$ cat src/rtl/adder_pkg.sv
// ============================================================================
//  Module   : adder_pkg
//  Brief    : Shared types and limits for the bit-serial adder sequencer.
//  Revision : 1.0 - initial release
// ============================================================================
`default_nettype none

package adder_pkg;

    typedef enum logic [1:0] {
        IDLE = 2'd0,
        RUN  = 2'd1,
        DONE = 2'd2
    } ser_state_t;

    localparam int MAX_WIDTH = 64;

endpackage : adder_pkg

`default_nettype wire

$ cat src/rtl/full_adder.sv
// ============================================================================
//  Module   : full_adder
//  Brief    : One-bit full-adder cell.
//  Revision : 1.0 - initial release
// ============================================================================
`default_nettype none

module full_adder (
    input  logic a,
    input  logic b,
    input  logic cin,
    output logic s,
    output logic cout
);

    assign s    = a ^ b ^ cin;
    assign cout = (a & b) | (a & cin) | (b & cin);

endmodule : full_adder

`default_nettype wire

$ cat src/rtl/serial_add_ctrl.sv
// ============================================================================
//  Module   : serial_add_ctrl
//  Brief    : Bit-serial add/subtract sequencer reusing one full-adder slice
//             over WIDTH cycles, with valid/ready on operands and result.
//  Revision : 1.0 - initial release
// ============================================================================
`default_nettype none

module serial_add_ctrl
    import adder_pkg::*;
#(
    parameter int WIDTH = 8
) (
    input  logic             clk,
    input  logic             rst_n,
    input  logic             in_valid,
    output logic             in_ready,
    input  logic [WIDTH-1:0] a,
    input  logic [WIDTH-1:0] b,
    input  logic             cin,
    input  logic             sub,
    output logic             out_valid,
    input  logic             out_ready,
    output logic [WIDTH-1:0] sum,
    output logic             cout,
    output logic             overflow
);

    localparam int                 c_cnt_w    = $clog2(WIDTH + 1);
    localparam logic [c_cnt_w-1:0] c_last_bit = c_cnt_w'(WIDTH - 1);

    ser_state_t         r_state;
    ser_state_t         w_state_next;

    logic [WIDTH-1:0]   r_a_sh;
    logic [WIDTH-1:0]   r_b_sh;
    logic [WIDTH-1:0]   r_sum_sh;
    logic               r_carry;
    logic [c_cnt_w-1:0] r_bit_cnt;

    logic               w_s;
    logic               w_c;
    logic               w_accept;
    logic               w_last;
    logic [WIDTH-1:0]   w_sum_sh_next;

    assign w_accept = in_valid && in_ready;
    assign w_last   = (r_state == RUN) && (r_bit_cnt == c_last_bit);

    full_adder u_slice (
        .a    (r_a_sh[0]),
        .b    (r_b_sh[0]),
        .cin  (r_carry),
        .s    (w_s),
        .cout (w_c)
    );

    // New sum bit enters at the MSB so the LSB ends up at bit 0 after WIDTH shifts.
    generate
        if (WIDTH == 1) begin : g_sum_narrow
            assign w_sum_sh_next = w_s;
        end else begin : g_sum_wide
            assign w_sum_sh_next = {w_s, r_sum_sh[WIDTH-1:1]};
        end
    endgenerate

    // ------------------------------------------------------------------
    // FSM: state register
    // ------------------------------------------------------------------
    always_ff @(posedge clk or negedge rst_n) begin
        if (!rst_n) begin
            r_state <= IDLE;
        end else begin
            r_state <= w_state_next;
        end
    end

    // ------------------------------------------------------------------
    // FSM: next state
    // ------------------------------------------------------------------
    always_comb begin
        w_state_next = r_state;
        unique case (r_state)
            IDLE:    if (w_accept)  w_state_next = RUN;
            RUN:     if (w_last)    w_state_next = DONE;
            DONE:    if (out_ready) w_state_next = IDLE;
            default:                w_state_next = IDLE;
        endcase
    end

    // ------------------------------------------------------------------
    // FSM: outputs
    // ------------------------------------------------------------------
    always_comb begin
        in_ready  = 1'b0;
        out_valid = 1'b0;
        unique case (r_state)
            IDLE:    in_ready  = 1'b1;
            DONE:    out_valid = 1'b1;
            default: ;
        endcase
    end

    // ------------------------------------------------------------------
    // Datapath: operand/sum shifters, carry, bit counter, result latch
    // ------------------------------------------------------------------
    always_ff @(posedge clk or negedge rst_n) begin
        if (!rst_n) begin
            r_a_sh    <= '0;
            r_b_sh    <= '0;
            r_sum_sh  <= '0;
            r_carry   <= 1'b0;
            r_bit_cnt <= '0;
            sum       <= '0;
            cout      <= 1'b0;
            overflow  <= 1'b0;
        end else if (w_accept) begin
            // Subtraction is A + ~B + 1; the caller's cin is dropped.
            r_a_sh    <= a;
            r_b_sh    <= sub ? ~b : b;
            r_carry   <= sub ? 1'b1 : cin;
            r_bit_cnt <= '0;
        end else if (r_state == RUN) begin
            r_a_sh    <= r_a_sh >> 1;
            r_b_sh    <= r_b_sh >> 1;
            r_sum_sh  <= w_sum_sh_next;
            r_carry   <= w_c;
            r_bit_cnt <= r_bit_cnt + c_cnt_w'(1);
            if (w_last) begin
                // r_carry is the carry into the MSB slice on this final cycle.
                sum      <= w_sum_sh_next;
                cout     <= w_c;
                overflow <= r_carry ^ w_c;
            end
        end
    end

endmodule : serial_add_ctrl

`default_nettype wire

$ cat config.mk
export PLATFORM = sky130hd
export DESIGN_NAME = serial_add_ctrl
export DESIGN_NICKNAME = d
export VERILOG_FILES = /design/src/rtl/adder_pkg.sv /design/src/rtl/full_adder.sv /design/src/rtl/serial_add_ctrl.sv
export SDC_FILE = /design/constraint.sdc
export NUM_CORES = 1
export LEC_CHECK = 0
export CAP_MARGIN = 40
export CORE_MARGIN = 1.5
export CORE_UTILIZATION = 51
export DETAILED_ROUTE_END_ITERATION = 7
export GPL_ROUTABILITY_DRIVEN = 0
export PLACE_DENSITY = 0.78
export SETUP_SLACK_MARGIN = 0.4
export SLEW_MARGIN = 10
export SYNTH_ARGS = -nofsm -noshare
export SYNTH_HDL_FRONTEND = slang
export SYNTH_SLANG_ARGS = --single-unit
$ cat constraint.sdc
create_clock -name clk -period 1.83 [get_ports clk]
set_input_delay 0.549 -clock clk [delete_from_list [all_inputs] [get_ports clk]]
set_output_delay 0.549 -clock clk [all_outputs]
set_load 0.02 [all_outputs]
; ---- Yosys cells after proc, flatten, opt, wreduce, memory -nomap -nowiden
; Index checks and enable logic that the tools add are counted.
; Widths: inputs -> output; s select.
[classes]
addsub = 1
eq_ne = 6
mux = 16
n_bitwise = 10
n_reduce_logical = 7
[op_table]
columns = cell, count
row1 = $mux 8, 5
row2 = $mux 4, 2
row3 = $not 8->8, 1
row4 = $mux 2, 3
row5 = $ne 2x2->1 const B, 3
row6 = $pmux 2 s3, 1
row7 = $reduce_and 3->1, 2
row8 = $mux 1, 5
row9 = $add 4x1->4 const B, 1
row10 = $eq 4x3->1 const B, 1
row11 = $and 1x1->1, 3
row12 = $xor 1x1->1, 3
row13 = $eq 2x1->1 const B, 1
row14 = $eq 2x2->1 const B, 1
row15 = $logic_and 1x1->1, 2
row16 = $logic_not 2->1, 1
row17 = $or 1x1->1, 2
row18 = $reduce_and 2->1, 1
row19 = $reduce_bool 2->1, 1
row20 = $not 1->1, 1
[totals]
ff_bits = 41
input_bits = 22
out_inout_bits = 12

; ---- Longest topological paths before layout
[logic_depth]
depth_word = 5
mapped_depth = 5

; ---- Modules after synthesis
; A second synthesis with hierarchy kept.
[unflattened]
hier_cells = 171
area_unflattened_um2 = 1843.0
[modules_own_cells]
columns = mod, instances, cells_per_inst, area_each_um2, seq_area_each_um2
row1 = serial_add_ctrl, 1, 170, 1823.0, 1001.0
row2 = full_adder, 1, 1, 20.0, 0.0

; ---- Worst setup path before layout
; Ideal clock, no wire load.
[synth_timing]
path_kind = reg-to-output
from = reg r_state[0]
to = out in_ready
arrival_time_ns = 1.019
t_required_ns = 1.281
slack_ns = 0.262
path_stages_with_launch = 4
n_path_buf = 2
cell_sequence = dfrtp_1 buf_2 buf_1 nor2_1
[synth_via]
elab_chain_cells = 2
[synth_lines]
columns = element, line_no
row1 = start: declaration, serial_add_ctrl.sv:32  ; ser_state_t r_state;
row2 = start signal: assignment, serial_add_ctrl.sv:74  ; r_state <= w_state_next;
row3 = $logic_not 2->1, serial_add_ctrl.sv:97  ; unique case (r_state)
row4 = $mux 1, serial_add_ctrl.sv:97
row5 = end: declaration, serial_add_ctrl.sv:17  ; output logic in_ready,
; Every way passes these cells.

; ---- Worst setup path in the final report
[layout_timing]
from = reg r_state[1]
to = out out_valid
[layout_via]
elab_chain_cells = 2
[layout_lines]
columns = element, line_no
row1 = $eq 2x2->1, serial_add_ctrl.sv:97
row2 = $mux 1, serial_add_ctrl.sv:97
row3 = end: declaration, serial_add_ctrl.sv:22  ; output logic out_valid,
; Every way passes these cells.

==> run summary <==
fillers - 236
Synth cell types - 32
Syn Nets - 195
synth warn - 0
register area - 1003 µm²
deepest clock path buffer count - 2
diode count - 0
Power Density - 1669 nW/µm²
Total GRT Usage - 0.2347
most frequent cells in the layout - dfrtp_1, nand2_1, clkdlybuf4s50_1, buf_6, buf_4
# rows - 21
H-tree levels - 2
Worst-Skew Late Latency - 0.35 ns
P_int - 2.524 mW
post-synthesis cell count - 171
initial antenna violation count - 0
die area - 3911 µm²
# setup viols final - 0
Synth area leader - dfrtp_1
gr ovfl total - 0
vias per inst - 5.633
fin crit share - 0.8892
Synth Register Bits - 40
Routed WL - 4401 µm
IO buf count - 33
Tot Pwr - 4.188 mW
switching share of power - 0.3974
Clock Skews - 0.01048 ns
Post-Synthesis Mean Instance Area - 10.57 µm²
final net count - 247
Worst Path Required - 1.28 ns
RSZ-0062 raised after global routing - true
Startpoint Class - register
Ports - 34
area of the multi-input gates - 810.8 µm²
critical path type - reg -> out
first-pass GRT wire length - 7100 µm
MaxCap Viol Count - 0
Core Region - 3363 µm²
chip height - 62.54 µm
Synth Cell Area - 1808 µm²
relative slew slack - 0.6710
DRC - 0
dpl hpwl - 2849 µm
CTS root buf - clkbuf_4
Final min period - 1.627 ns
vias post-DR - 1,521
die width - 62.54 µm
DR pass1 iterations - 4
Initial Util - 0.5376
P_sw - 1.664 mW
CTS tree - built
largest net degree at the start of global routing - 41
Synth area leaders - dfrtp_1, nand2_1, mux2_2, o22ai_1, o21ai_0
Final ANT Viol Nets - 0
DR WL/cell - 16.30 µm
Layout area overhead - 38.75%
Worst Tran Pin Value - 0.4934 ns
Comb pwr share - 0.498
maximum VDD drop - 0.9782 mV
sequential power share - 0.388
Hold Path Class - in -> async
fmax - 0.6145 GHz
Clock Sinks - 40
status - finished, final reports clean
Crit Path Max Fanout - 3
Num CTS Buffers - 5
WHS - 0.2364 ns
Hold Vio Cnt, Final - 0
Seq/Total Area, Yosys - 0.5536
critical path data arrival time - 1.08 ns
clock power share - 0.114
P_leak - 1.145 nW
DR iter-0 viols - 83
layout cells sized above 1 - 0.3170
commonest non-fill, non-tap cell in the layout - dfrtp_1
Synth top area share - 0.5536
Max Slew Vio Count - 0
number of global-route vias before repair - 1,579
CP Capture Type - output port
Reg clk slew, reported paths - 0.12 ns
per-stage QoR:
stage	setup WS (ns)	cell area, µm²	cells	utilization	setup TNS [ns]
floorplan	0.3877	1824	171	-	0
global placement	-0.008218	2238	250	0.6656	-0.01912
detailed placement	-0.09460	2238	250	0.6656	-0.2133
CTS	0.1636	2436	265	0.7243	0
global route	0.1660	2509	270	0.7459	0
finish	0.2028	2509	270	0.7459	0
state kept, by name, summed over array words and instances (netlist names):
register   count
r_b_sh         8
r_sum_sh       7
r_a_sh         8
overflow       1
r_bit_cnt      4
sum            8
r_state        2
cout           1
r_carry        1
cells in the mapped netlist:
library cell,n
buf_6,2
nand2_1,37
nand2b_1,2
o311ai_0,1
buf_2,5
o21bai_1,1
a22o_1,1
mux2_2,9
o21ai_0,10
inv_1,4
nor2_1,5
ha_1,1
buf_1,1
or3b_2,1
o22ai_1,11
xor2_1,5
o221ai_1,2
a221o_1,1
o31ai_1,1
nor2b_1,2
a21o_1,1
nor3b_1,1
fa_1,1
o32ai_1,1
a21oi_1,8
nor3_4,1
xnor2_1,4
mux2_1,1
dfrtp_1,40
nand3_1,2
clkbuf_1,3
a22oi_1,6
routing by layer:
metal | track usage | vias up | share of wire
met5 | 0 | - | 0
met4 | 0.1111 | 0 | 0.017
met3 | 0.05946 | 8 | 0.036
met2 | 0.3884 | 47 | 0.52
met1 | 0.2885 | 770 | 0.43
li1 | - | 696 | -
power groups by stage:
| stage | registers, mW | logic, mW | clock network, mW |
|---|---|---|---|
| final | 1.63 | 2.08 | 0.477 |
| after detailed placement | 1.59 | 1.72 | 0 |
| after global routing | 1.67 | 2.28 | 0.513 |
| after floorplan | 1.64 | 1.04 | 0 |
| after global placement | 1.56 | 1.63 | 0 |
| after CTS | 1.60 | 1.95 | 0.481 |
what timing repair did:
item                                    4_1_cts  5_1_grt
cloned                                        1        1
endpoints found under the setup margin       35       40
pin swaps                                     3        4
setup buffers                                 6        4
gates resized for setup                      91       16
hold buffers                                  0        0
layout make-up:
cell class,count,share of cell area
clock inverter,2,0.003990
sequential,40,0.4000
clock buffer,6,0.02045
timing repair buffer,56,0.2234
tap,46,0.02294
inverter,4,0.005985
multi-input combinational,116,0.3232
path summary, 6_finish.rpt:
kind / slack [ns] / cells after the start / startpoint / to
max: 0.20 / 3 / r_state[1]$_DFFE_PN0P_ / out_valid
min: 0.24 / 2 / rst_n / r_a_sh[7]$_DFFE_PN0P_
max reg2reg: 0.23 / 5 / r_state[1]$_DFFE_PN0P_ / sum[0]$_DFFE_PN0P_
min reg2reg: 0.50 / 2 / r_a_sh[6]$_DFFE_PN0P_ / r_a_sh[6]$_DFFE_PN0P_
max in group asynchronous: 1.24 / 2 / rst_n / r_state[1]$_DFFE_PN0P_
min in group clk: 0.50 / 2 / r_a_sh[6]$_DFFE_PN0P_ / r_a_sh[6]$_DFFE_PN0P_
worst max-delay path, cell delays in order, from the launching register on:
cell and delay (ns):
dfrtp_2 0.44, inv_2 0.07, nor2_4 0.09, buf_6 0.12
logic make-up (layout without fill, tap and decap cells):
family / count (synthesis) / count (layout) / synth area share
AND/OR/NAND/NOR: 51 / 51 / 0.1246
AO/OA/AOI/OAI: 44 / 44 / 0.1550
flip-flops: 40 / 40 / 0.5536
buffers and inverters: 15 / 68 / 0.04290
multiplexers: 10 / 10 / 0.06228
XOR/XNOR: 9 / 9 / 0.04360
adder cells (fa/ha/maj): 2 / 2 / 0.01799
Note: power is estimated with default switching activity, not from simulation.
==> patch, RTL diff (config.mk and constraints unchanged) <==
The 3 states of `ser_state_t` get a one-hot encoding in 3 bits.
--- a/src/rtl/adder_pkg.sv
+++ b/src/rtl/adder_pkg.sv
@@ -8,8 +8,8 @@
 package adder_pkg;
 
-    typedef enum logic [1:0] {
-        IDLE = 2'd0,
-        RUN  = 2'd1,
-        DONE = 2'd2
+    typedef enum logic [2:0] {
+        IDLE = 3'b001,
+        RUN  = 3'b010,
+        DONE = 3'b100
     } ser_state_t;
 
Formal check against the unedited RTL: no difference found for any inputs over 10 cycles, from zero or initial values and one cycle with rst_n low; not proved beyond that.
==> patch against the original RTL <==
  * Cell area is 14% higher
  * Worst setup slack worse by 0.12 ns
  * Largest power group unchanged
  * Hold slack worse by 0.050 ns
  * Critical path depth is 3 higher
  * Wire length is 15% higher
  * Highest routed layer unchanged
  * Core utilization is 8.7 points higher
  * Synthesized area is 4.2% higher
  * Critical path type is now reg2reg
  * Power is 3.9% lower
  * Largest cell class unchanged
  * Sequential cell count is 1 higher
==> patch: results <==
[run_status]
status = completed

[power]
p_leak_nw = 1.28
ir_drop_uv = 681

[yosys]
synth_fp_nets = 206
synth_compound_area_frac = 0.117
netlist_top_cells_count = nand2_1, dfrtp_1, a21oi_1, xnor2_1, mux2_1
syn_area_per_cell_sq_um = 10.3
synthDistinctLibCells = 31
synth_fa_ha_area_frac = 0.0173
muxShareOfSynthArea = 0.0591
synth_xor_xnor_area_share = 0.0465

[drt]
wl_met3_um = 207
routed_wl_um = 5070
drt-initial-drc-count = 112
met1_length_um = 2110
num_vias = 1608
wl_met2_um = 2640

[placed_design]
place_area_sq_mm = 0.00231
dp_hpwl_um = 2460

[global_route]
grt_first_pass_wirelength_um = 7750
grtUsageTotal = 0.257
grt_max_degree = 27

[clocking]
cts_root_buf = clkbuf_8
insertion_delay_ns = 0.30
path_clk_slew_ns = 0.08

[final_layout]
finalNetCount = 267
n_fill_cell = 194
drive_gt1_frac = 0.402
instances_no_fill = 290

[sta]
max_slew_margin = 0.706
fin_skew_ns = 0.00940

[critical_path]
crit_path_max_fanout = 5
crit_arrival_ns = 1.93
## patch: cell types whose count changed after synthesis, moves of 3 or more
cell / delta
a21oi_1: +17
o22ai_1: -11
mux2_2: -9
mux2_1: +8
o21ai_0: -8
xnor2_1: +6
xor2_1: -5
nand2_1: +4
nor2_1: +3
## patch: cells by family (layout without fill, tap and decap cells)
kind of cell,count (synthesis),in the layout
simple gates,65,66
flops,41,41
compound gates,39,39
buf+inv,15,76
xor+xnor,10,10
mux,10,10
fa+ha+maj,2,2
## patch: layer usage
metal | track usage | vias to the layer above
li1 | - | 738
met1 | 0.308 | 802
met2 | 0.430 | 58
met3 | 0.0687 | 10
met4 | 0.125 | 0
met5 | 0 | -
## patch: worst max-delay path, stage by stage (launching register included)
cell and delay [ns]:
dfstp_2 0.38, buf_4 0.13, buf_6 0.10, buf_6 0.12
nor3b_4 0.33, and2_4 0.27, mux2_4 0.31
## patch: power breakdown
group,leakage [nW],switching [mW],total [mW],internal [mW]
combinational,0.742,0.815,1.80,0.981
sequential,0.479,0.263,1.47,1.20
clock,0.0574,0.319,0.763,0.444
total,1.28,1.40,4.03,2.63
## patch: final timing paths
kind                       slack [ns]       start         to  depth (start not counted)
setup / recovery                 0.08  r_state[0]       cout                          6
hold / removal                   0.19       rst_n     sum[7]                          1
setup reg to reg                 0.08  r_state[0]       cout                          6
hold reg to reg                  0.51      sum[1]     sum[1]                          1
max in group asynchronous        1.12       rst_n  r_b_sh[6]                          2
min in group clk                 0.51      sum[1]     sum[1]                          1
## patch: timing repair
item | CTS | global route
hold buffers | 0 | 0
resized for setup | 84 | 28
gates cloned | 6 | 3
endpoints found under the setup margin | 49 | 46
buffers inserted | 5 | 8
pin swaps | 17 | 15
## patch: area by class of cell
type	instances	area [sq um]	share of cell area
Clock buffer	6	82.6	0.0288
Clock inverter	2	37.5	0.0131
Inverter	2	7.51	0.00262
Multi-Input combinational cell	127	946	0.330
Sequential cell	41	1030	0.359
Tap cell	46	57.6	0.0201
Timing Repair Buffer	66	708	0.247
## patch: stage by stage
stage	util	setup WS [ns]	total power, mW	hold slack [ns]	setup TNS [ns]
5_1_grt	0.833	0.0188	4.24	0.198	0
6_report	0.833	0.0819	4.03	0.186	0
3_3_place_gp	0.671	-0.00144	2.40	0.452	-0.00144
3_5_place_dp	0.671	-0.0193	2.47	0.467	-0.0414
4_1_cts	0.766	0.117	3.62	0.193	0
2_1_floorplan	-	0.321	2.16	0.253	0
